File: src/rtl/clock_sequencer_if.sv
// ----------------------------------------------------------------------------
// clock_sequencer_if
// Groups the control/configuration inputs and the generated clock/tick
// outputs of clock_sequencer into one bundle.
//   master : drives enable, mode, step_req, cfg_load, div_ratio, phase;
//            observes clk_out, tick, busy, cycle_count
//   slave  : the sequencer itself (mirror of master)
// div_ratio / phase pack channel i in bits [i*CNT_W +: CNT_W].
// ----------------------------------------------------------------------------
interface clock_sequencer_if #(
    parameter int NUM_CH = 4,
    parameter int CNT_W  = 8
);
    logic                      enable;
    logic                      mode;
    logic                      step_req;
    logic                      cfg_load;
    logic [NUM_CH*CNT_W-1:0]   div_ratio;
    logic [NUM_CH*CNT_W-1:0]   phase;
    logic [NUM_CH-1:0]         clk_out;
    logic [NUM_CH-1:0]         tick;
    logic                      busy;
    logic [31:0]               cycle_count;

    modport master (
        output enable, mode, step_req, cfg_load, div_ratio, phase,
        input  clk_out, tick, busy, cycle_count
    );

    modport slave (
        input  enable, mode, step_req, cfg_load, div_ratio, phase,
        output clk_out, tick, busy, cycle_count
    );
endinterface

File: src/rtl/clock_sequencer.sv
// ----------------------------------------------------------------------------
// clock_sequencer
// Generates NUM_CH divided clocks and one-cycle tick enables from the master
// clock. Each channel has a runtime divide ratio R and tick phase P, latched on
// cfg_load (which also realigns every channel). Supports freeze (enable=0),
// single-step debug (mode=1 + step_req) and a 32-bit channel-0 tick counter.
// Ports:
//   clock : master clock, rising edge
//   reset : asynchronous active-low reset
//   bus   : clock_sequencer_if.slave (controls, config, clk_out/tick/busy/
//           cycle_count, all outputs registered)
// ----------------------------------------------------------------------------
module clock_sequencer #(
    parameter int NUM_CH      = 4,
    parameter int CNT_W       = 8,
    parameter int DEFAULT_DIV = 4
) (
    input  logic                 clock,
    input  logic                 reset,
    clock_sequencer_if.slave     bus
);

    localparam logic [CNT_W-1:0] ZERO     = CNT_W'(0);
    localparam logic [CNT_W-1:0] ONE      = CNT_W'(1);
    localparam logic [CNT_W-1:0] DIV_INIT = CNT_W'(DEFAULT_DIV);

    // Single-step window: ST_STEP is the open window (busy).
    typedef enum logic {
        ST_IDLE = 1'b0,
        ST_STEP = 1'b1
    } step_state_t;

    step_state_t                    state_r;
    logic [NUM_CH-1:0][CNT_W-1:0]   ratio_r;
    logic [NUM_CH-1:0][CNT_W-1:0]   phase_r;
    logic [NUM_CH-1:0][CNT_W-1:0]   cnt_r;
    logic [NUM_CH-1:0]              clk_out_r;
    logic [NUM_CH-1:0]              tick_r;
    logic [31:0]                    cycle_count_r;

    logic [NUM_CH-1:0][CNT_W-1:0]   ld_ratio_s;
    logic [NUM_CH-1:0][CNT_W-1:0]   ld_phase_s;
    logic [NUM_CH-1:0][CNT_W-1:0]   cnt_n_s;
    logic [NUM_CH-1:0]              tick_n_s;
    logic [NUM_CH-1:0]              clk_n_s;
    logic                           busy_s;
    logic                           adv_s;

    assign busy_s = (state_r == ST_STEP);
    // In free-run every enabled edge advances; in step mode only inside the window.
    assign adv_s  = bus.enable & (~bus.mode | busy_s);

    // Sanitised config to latch, and per-channel next count / tick / clock level.
    always_comb begin
        ld_ratio_s = {NUM_CH{ZERO}};
        ld_phase_s = {NUM_CH{ZERO}};
        cnt_n_s    = {NUM_CH{ZERO}};
        tick_n_s   = {NUM_CH{1'b0}};
        clk_n_s    = {NUM_CH{1'b0}};
        for (int i = 0; i < NUM_CH; i++) begin
            // A zero ratio would never wrap; treat it as divide-by-1.
            if (bus.div_ratio[i*CNT_W +: CNT_W] == ZERO) begin
                ld_ratio_s[i] = ONE;
            end else begin
                ld_ratio_s[i] = bus.div_ratio[i*CNT_W +: CNT_W];
            end
            // An unreachable phase is clamped to the last count so the tick still fires.
            if (bus.phase[i*CNT_W +: CNT_W] >= ld_ratio_s[i]) begin
                ld_phase_s[i] = ld_ratio_s[i] - ONE;
            end else begin
                ld_phase_s[i] = bus.phase[i*CNT_W +: CNT_W];
            end
            if (cnt_r[i] == ratio_r[i] - ONE) begin
                cnt_n_s[i] = ZERO;
            end else begin
                cnt_n_s[i] = cnt_r[i] + ONE;
            end
            tick_n_s[i] = (cnt_n_s[i] == phase_r[i]);
            // Odd ratios are high for floor(R/2) counts; R==1 is a constant-high clock.
            if (ratio_r[i] == ONE) begin
                clk_n_s[i] = 1'b1;
            end else begin
                clk_n_s[i] = (cnt_n_s[i] < (ratio_r[i] >> 1));
            end
        end
    end

    // Channel counters, outputs, tick counter and single-step window.
    always_ff @(posedge clock or negedge reset) begin
        if (!reset) begin
            for (int i = 0; i < NUM_CH; i++) begin
                ratio_r[i] <= DIV_INIT;
                phase_r[i] <= ZERO;
                cnt_r[i]   <= DIV_INIT - ONE;
            end
            clk_out_r     <= {NUM_CH{1'b0}};
            tick_r        <= {NUM_CH{1'b0}};
            cycle_count_r <= 32'd0;
            state_r       <= ST_IDLE;
        end else if (bus.cfg_load) begin
            // Counters park at R-1 so the next advancing edge looks like the first after reset.
            for (int i = 0; i < NUM_CH; i++) begin
                ratio_r[i] <= ld_ratio_s[i];
                phase_r[i] <= ld_phase_s[i];
                cnt_r[i]   <= ld_ratio_s[i] - ONE;
            end
            clk_out_r     <= {NUM_CH{1'b0}};
            tick_r        <= {NUM_CH{1'b0}};
            cycle_count_r <= 32'd0;
            state_r       <= ST_IDLE;
        end else begin
            if (adv_s) begin
                cnt_r     <= cnt_n_s;
                tick_r    <= tick_n_s;
                clk_out_r <= clk_n_s;
                if (tick_n_s[0]) begin
                    cycle_count_r <= cycle_count_r + 32'd1;
                end else begin
                    cycle_count_r <= cycle_count_r;
                end
            end else begin
                tick_r <= {NUM_CH{1'b0}};
            end

            case (state_r)
                ST_IDLE: begin
                    if (bus.mode && bus.step_req) begin
                        state_r <= ST_STEP;
                    end else begin
                        state_r <= ST_IDLE;
                    end
                end
                ST_STEP: begin
                    // Window closes on leaving step mode or on the channel-0 tick.
                    if (!bus.mode) begin
                        state_r <= ST_IDLE;
                    end else if (adv_s && tick_n_s[0]) begin
                        state_r <= ST_IDLE;
                    end else begin
                        state_r <= ST_STEP;
                    end
                end
                default: state_r <= ST_IDLE;
            endcase
        end
    end

    assign bus.clk_out     = clk_out_r;
    assign bus.tick        = tick_r;
    assign bus.busy        = busy_s;
    assign bus.cycle_count = cycle_count_r;

endmodule

File: src/flat_wrapper.sv
// flat-port wrapper written by rule: the top's interface ports become plain ports
module clock_sequencer_flat 
#(
    parameter int NUM_CH      = 4,
    parameter int CNT_W       = 8,
    parameter int DEFAULT_DIV = 4
)
  (clock, reset, bus_enable, bus_mode, bus_step_req, bus_cfg_load, bus_div_ratio, bus_phase, bus_clk_out, bus_tick, bus_busy, bus_cycle_count);
  clock_sequencer_if #(.NUM_CH(NUM_CH), .CNT_W(CNT_W)) bus_i ();
  input  logic clock;
  input  logic reset;
  input wire logic [$bits(bus_i.enable)-1:0] bus_enable;
  input wire logic [$bits(bus_i.mode)-1:0] bus_mode;
  input wire logic [$bits(bus_i.step_req)-1:0] bus_step_req;
  input wire logic [$bits(bus_i.cfg_load)-1:0] bus_cfg_load;
  input wire logic [$bits(bus_i.div_ratio)-1:0] bus_div_ratio;
  input wire logic [$bits(bus_i.phase)-1:0] bus_phase;
  output wire logic [$bits(bus_i.clk_out)-1:0] bus_clk_out;
  output wire logic [$bits(bus_i.tick)-1:0] bus_tick;
  output wire logic [$bits(bus_i.busy)-1:0] bus_busy;
  output wire logic [$bits(bus_i.cycle_count)-1:0] bus_cycle_count;
  assign bus_i.enable = bus_enable;
  assign bus_i.mode = bus_mode;
  assign bus_i.step_req = bus_step_req;
  assign bus_i.cfg_load = bus_cfg_load;
  assign bus_i.div_ratio = bus_div_ratio;
  assign bus_i.phase = bus_phase;
  assign bus_clk_out = bus_i.clk_out;
  assign bus_tick = bus_i.tick;
  assign bus_busy = bus_i.busy;
  assign bus_cycle_count = bus_i.cycle_count;
  clock_sequencer #(.NUM_CH(NUM_CH), .CNT_W(CNT_W), .DEFAULT_DIV(DEFAULT_DIV)) u_core (.clock(clock), .reset(reset), .bus(bus_i));
endmodule
File: config.mk
export PLATFORM = sky130hd
export DESIGN_NAME = clock_sequencer_flat
export DESIGN_NICKNAME = d
export VERILOG_FILES = /design/src/rtl/clock_sequencer_if.sv /design/src/rtl/clock_sequencer.sv /design/src/flat_wrapper.sv
export SDC_FILE = /design/constraint.sdc
export NUM_CORES = 1
export LEC_CHECK = 0
export ABC_AREA = 1
export ABC_CLOCK_PERIOD_IN_PS = 3200
export BUFFER_PORTS_ARGS = -buffer_cell sky130_fd_sc_hd__buf_2
export CAP_MARGIN = 20
export CORE_UTILIZATION = 60
export DETAILED_ROUTE_END_ITERATION = 10
export GPL_ROUTABILITY_DRIVEN = 0
export GPL_TIMING_DRIVEN = 0
export PLACE_DENSITY = 0.81
export SETUP_SLACK_MARGIN = 0.2
export SLEW_MARGIN = 20
export SYNTH_ARGS = -nofsm -noshare
export SYNTH_HDL_FRONTEND = slang
export SYNTH_SLANG_ARGS = --single-unit
File: constraint.sdc
create_clock -name clock -period 3.2 [get_ports clock]
set_clock_uncertainty 0.2 [all_clocks]
set_input_delay 0.64 -clock clock [delete_from_list [all_inputs] [get_ports clock]]
set_output_delay 0.64 -clock clock [all_outputs]
set_load 0.05 [all_outputs]
==> out/summary.txt <==
POWER
------------------------------------------------------------------------------------------------------
Cell area power density                                                                   449.9 nW/um^2
Switching portion of total power                                                                35.18%
Combinational Power Share                                                                        29.8%
Maximum ir drop on the vdd rail                                                            0.0004095 V
Portion of total power attributed to sequential cells                                            36.1%
Switching component of the power                                                              2.015 mW
Clock network power share                                                                        34.0%
Internal                                                                                      3.713 mW
Leak                                                                                          6.743 nW

CRITICAL PATH
------------------------------------------------------------------------------------------------------
Stage delay of the slowest cell on the critical path                                            390 ps
Critical path cell sequence                                                               inv_2 > ha_4 > inv_2 > nand2_1 > nand2_1 > nor2_2 > nand2_1 > nor2_1 > nand2_1 > nor2_2 > nand2_4 > nand2_2 > inv_4 > nand2_4 > nand2_2 > nor2_1 > nand2_1 > nor2_4 > buf_6 > buf_8 > nand4_1 > nand2_1
Most repeated library cell on the critical path                                           sky130_fd_sc_hd__nand2_1
Crit Path Max Fanout                                                                                10
Buffers and inverters on the worst path                                                              5
Kind of launch point of the worst setup path                                                      flop
Slowest CP cell                                                                           sky130_fd_sc_hd__dfrtp_1
Req. time, crit path                                                                           3360 ps
Crit path kind                                                                              reg -> reg
Arr. time, crit path                                                                           3230 ps
Largest delay contributor family on the critical path                                     simple AND/OR/NAND/NOR gates
Setup crit end kind                                                                               flop

LOGIC SYNTHESIS
------------------------------------------------------------------------------------------------------
Cell count after synthesis                                                                        1531
Share of flip-flops with an asynchronous set or reset after synthesis                           100.0%
Fraction of synthesized cell area taken by the top area cell type                               29.40%
Number of synthesized flops with an enable pin                                                       0
Predominant post-synthesis flop cell                                                      sky130_fd_sc_hd__dfrtp_1
Synthesized net count                                                                             1674
Post-synthesis area per instance                                                            6.950 um^2
Number of warnings issued by yosys                                                                   0
Post-synth cell types                                                                               41
Cell Area, Synth                                                                            10640 um^2
Number of register bits inferred by synthesis                                                      137
Sequential share of the synthesized area                                                        32.36%
Top cells by area, synth                                                                  sky130_fd_sc_hd__dfrtp_1, sky130_fd_sc_hd__nand2_1, sky130_fd_sc_hd__ha_1, sky130_fd_sc_hd__inv_1, sky130_fd_sc_hd__xor2_1
Top cell type by total area after synthesis                                               sky130_fd_sc_hd__dfrtp_1

STA
------------------------------------------------------------------------------------------------------
Hold_ws                                                                                       250.1 ps
Rel. slew slack                                                                                 36.89%
Final max-slew violation count                                                                       0
Final hold vios                                                                                      0
Unrepaired setup endpoints after global routing                                                   true
Endpoints failing setup                                                                              0
Final critical-path share of the clock period                                                   95.78%
Transition at the pin with the smallest max-transition slack                                  946.6 ps
Upper clock frequency limit                                                                  326.3 MHz
Setup TNS                                                                                         0 ps
Post-layout min period                                                                         3065 ps

CLOCKING
------------------------------------------------------------------------------------------------------
Maximum buffer depth of the clock tree                                                               2
Root buffer cell                                                                          sky130_fd_sc_hd__clkbuf_16
CTS tree                                                                                           yes
H-tree levels                                                                                        4
Clock Sink Count                                                                                   137
Clock transition at the register clock pins on the worst setup and hold paths after CTS          60 ps
TritonCTS buffer count                                                                              17
Latest clock arrival within the worst-skew pair                                                 430 ps

ROUTE
------------------------------------------------------------------------------------------------------
Aggregate routed wire length                                                                  33740 um
Detailed Route Iter0 Violations                                                                   1244
Number of nets with antenna violations after detailed routing                                        0
Via total after detailed routing                                                                 11330
Routed wire length per instance                                                               17.50 um
Number of iterations in the first detailed-routing pass                                              8
Routed via count divided by cell count                                                           5.876
DR DRC count                                                                                         0

RUN
------------------------------------------------------------------------------------------------------
Max-cap check violation count                                                                        0

PLACE
------------------------------------------------------------------------------------------------------
Number of placed instances with taps included                                                     1866
Count of buffers inserted at the top-level ports                                                   109
Placed Instance Area                                                                        11500 um^2
DP Wirelength                                                                                 24260 um

GLOBAL ROUTE
------------------------------------------------------------------------------------------------------
First-pass GRT wire length                                                                    51760 um
Initial antenna violation count                                                                      0
Maximum number of pins on one net before global-route repair                                        71
Vias in the first global route                                                                   10210
Total congestion overflow                                                                            0
Overall Global Routing Usage                                                                    36.64%

CELLS AND AREA
------------------------------------------------------------------------------------------------------
Design area                                                                                 12730 um^2
Utilization after layout                                                                        73.62%
Net count, final                                                                                  1832
Share of layout cells above drive strength 1                                                    16.10%
Post-layout instance count excluding filler cells                                                 1928
Area overhead of the layout relative to synthesis                                               19.67%

DIE
------------------------------------------------------------------------------------------------------
Top Ports                                                                                          111
Standard-cell rows                                                                                  48
Initial cell density of the core                                                                61.52%
Die outline area                                                                            18270 um^2
Height of the chip                                                                            135.2 um
Die W                                                                                         135.2 um
Core Box Area                                                                               17300 um^2

OUTCOME
------------------------------------------------------------------------------------------------------
Run status                                                                                complete, no violations

WORST HOLD PATH
------------------------------------------------------------------------------------------------------
HP Class                                                                                     in -> reg

-- registers in the layout, indices dropped and copies added, names as in the netlist --
signal / cells
u_core.bus.clk_out: 4
u_core.bus.tick: 4
u_core.ratio_r: 32
u_core.cnt_r: 32
u_core.bus.cycle_count: 32
u_core.bus.busy: 1
u_core.phase_r: 32
-- worst min-delay path, stage by stage --
cell                      delay (ps)
sky130_fd_sc_hd__buf_2            90
sky130_fd_sc_hd__nand2_1          50
sky130_fd_sc_hd__o21ai_0          60
-- final timing paths --
kind                                       start                    endpoint  slack [ps]  depth (start not counted)
max                            u_core.ratio_r[0]  u_core.bus.cycle_count[10]         130                         22
min                            bus_div_ratio[30]          u_core.ratio_r[30]         250                          3
max reg2reg                    u_core.ratio_r[0]  u_core.bus.cycle_count[10]         130                         22
min reg2reg                u_core.bus.clk_out[0]       u_core.bus.clk_out[0]         270                          2
max in group asynchronous                  reset          u_core.ratio_r[26]        1460                          3
min in group asynchronous                  reset  u_core.bus.cycle_count[28]         550                          2
-- cell usage after synthesis, types with 3 or more instances --
library cell,n
sky130_fd_sc_hd__nand2_2,3
sky130_fd_sc_hd__a22oi_1,6
sky130_fd_sc_hd__nand4_1,56
sky130_fd_sc_hd__o22ai_1,12
sky130_fd_sc_hd__nor4_1,7
sky130_fd_sc_hd__nand2_1,376
sky130_fd_sc_hd__dfrtp_1,125
sky130_fd_sc_hd__inv_1,241
sky130_fd_sc_hd__a31oi_1,3
sky130_fd_sc_hd__buf_2,3
sky130_fd_sc_hd__nor2_1,139
sky130_fd_sc_hd__o211ai_1,4
sky130_fd_sc_hd__clkbuf_1,26
sky130_fd_sc_hd__ha_1,73
sky130_fd_sc_hd__buf_4,3
sky130_fd_sc_hd__nand3_1,86
sky130_fd_sc_hd__buf_1,5
sky130_fd_sc_hd__buf_6,3
sky130_fd_sc_hd__xnor2_1,28
sky130_fd_sc_hd__nor3_1,30
sky130_fd_sc_hd__a21oi_1,68
sky130_fd_sc_hd__dfstp_2,12
sky130_fd_sc_hd__xor2_1,67
sky130_fd_sc_hd__inv_2,5
sky130_fd_sc_hd__o21ai_0,102
sky130_fd_sc_hd__o21a_1,4
sky130_fd_sc_hd__o221ai_1,23
-- area by class of cell --
| class | count | area, um^2 |
|---|---|---|
| Clock inverter | 6 | 61.31 |
| Timing Repair Buffer | 138 | 845.8 |
| Antenna cell | 1 | 2.502 |
| Sequential cell | 137 | 3443 |
| Inverter | 248 | 935.9 |
| Buffer | 40 | 225.2 |
| Clock buffer | 26 | 519.2 |
| Multi-Input combinational cell | 1107 | 6419 |
| Fill cell | 1327 | 4563 |
| Tap cell | 225 | 281.5 |
-- power by group through the flow --
| stage | Clock [mW] | Sequential, mW | Combinational (mW) |
|---|---|---|---|
| after global routing | 2.03 | 2.09 | 1.90 |
| after CTS | 1.95 | 2.06 | 1.53 |
| after detailed placement | 0 | 2.09 | 1.50 |
| final | 1.95 | 2.07 | 1.71 |
| after floorplan | 0 | 2.06 | 1.06 |
| after global placement | 0 | 2.08 | 1.44 |
-- what timing repair did --
action | in CTS | in global routing
hold buffers | 1 | 0
resized for setup | 6 | 99
cloned | 0 | 4
endpoints found under the setup margin | 32 | 58
pin swaps | 1 | 37
buffers inserted | 1 | 23
hold endpoints to repair | 11 | 0
-- layout by cell type (no fill, tap or decap), drive strengths merged, types with 6 or more instances in the layout --
cell type | netlist | final
a21oi | 68 | 68
a22oi | 6 | 6
buf | 14 | 149
clkbuf | 26 | 54
clkinv | 2 | 6
dfrtp | 125 | 125
dfstp | 12 | 12
ha | 73 | 73
inv | 246 | 246
nand2 | 380 | 380
nand3 | 88 | 89
nand4 | 56 | 56
nor2 | 143 | 143
nor3 | 30 | 30
nor4 | 7 | 7
o21ai | 103 | 103
o221ai | 23 | 23
o22ai | 12 | 12
xnor2 | 28 | 28
xor2 | 67 | 67
-- cell families (layout without fill, tap and decap cells) --
logic type | after synthesis | count (layout) | synth area share [%]
xor gates and xnor gates | 95 | 95 | 7.820
DFF | 137 | 137 | 32.36
AOI/OAI and AO/OA | 227 | 227 | 12.11
adders and majority gates | 73 | 73 | 8.584
other | 0 | 1 | 0
buffers and inverters | 288 | 458 | 10.51
and+or+nand+nor | 711 | 712 | 28.61
-- layer usage --
metal | up-vias | global-route usage, % | wire [um]
met3 | 105 | 6.173 | 3069
met1 | 5269 | 48.99 | 13710
li1 | 5325 | - | -
met2 | 629 | 58.26 | 15690
met5 | - | 0 | 0
met4 | 0 | 16.35 | 1262
-- metrics by stage --
step                worst slack (ps)  total power [mW]
detailed placement            -120.5             3.582
floorplan                      526.8             3.117
global placement              -672.0             3.524
finish                         134.9             5.728
CTS                            203.0             5.543
global route                   25.55             6.013
Power figures use the tool's default switching activity.
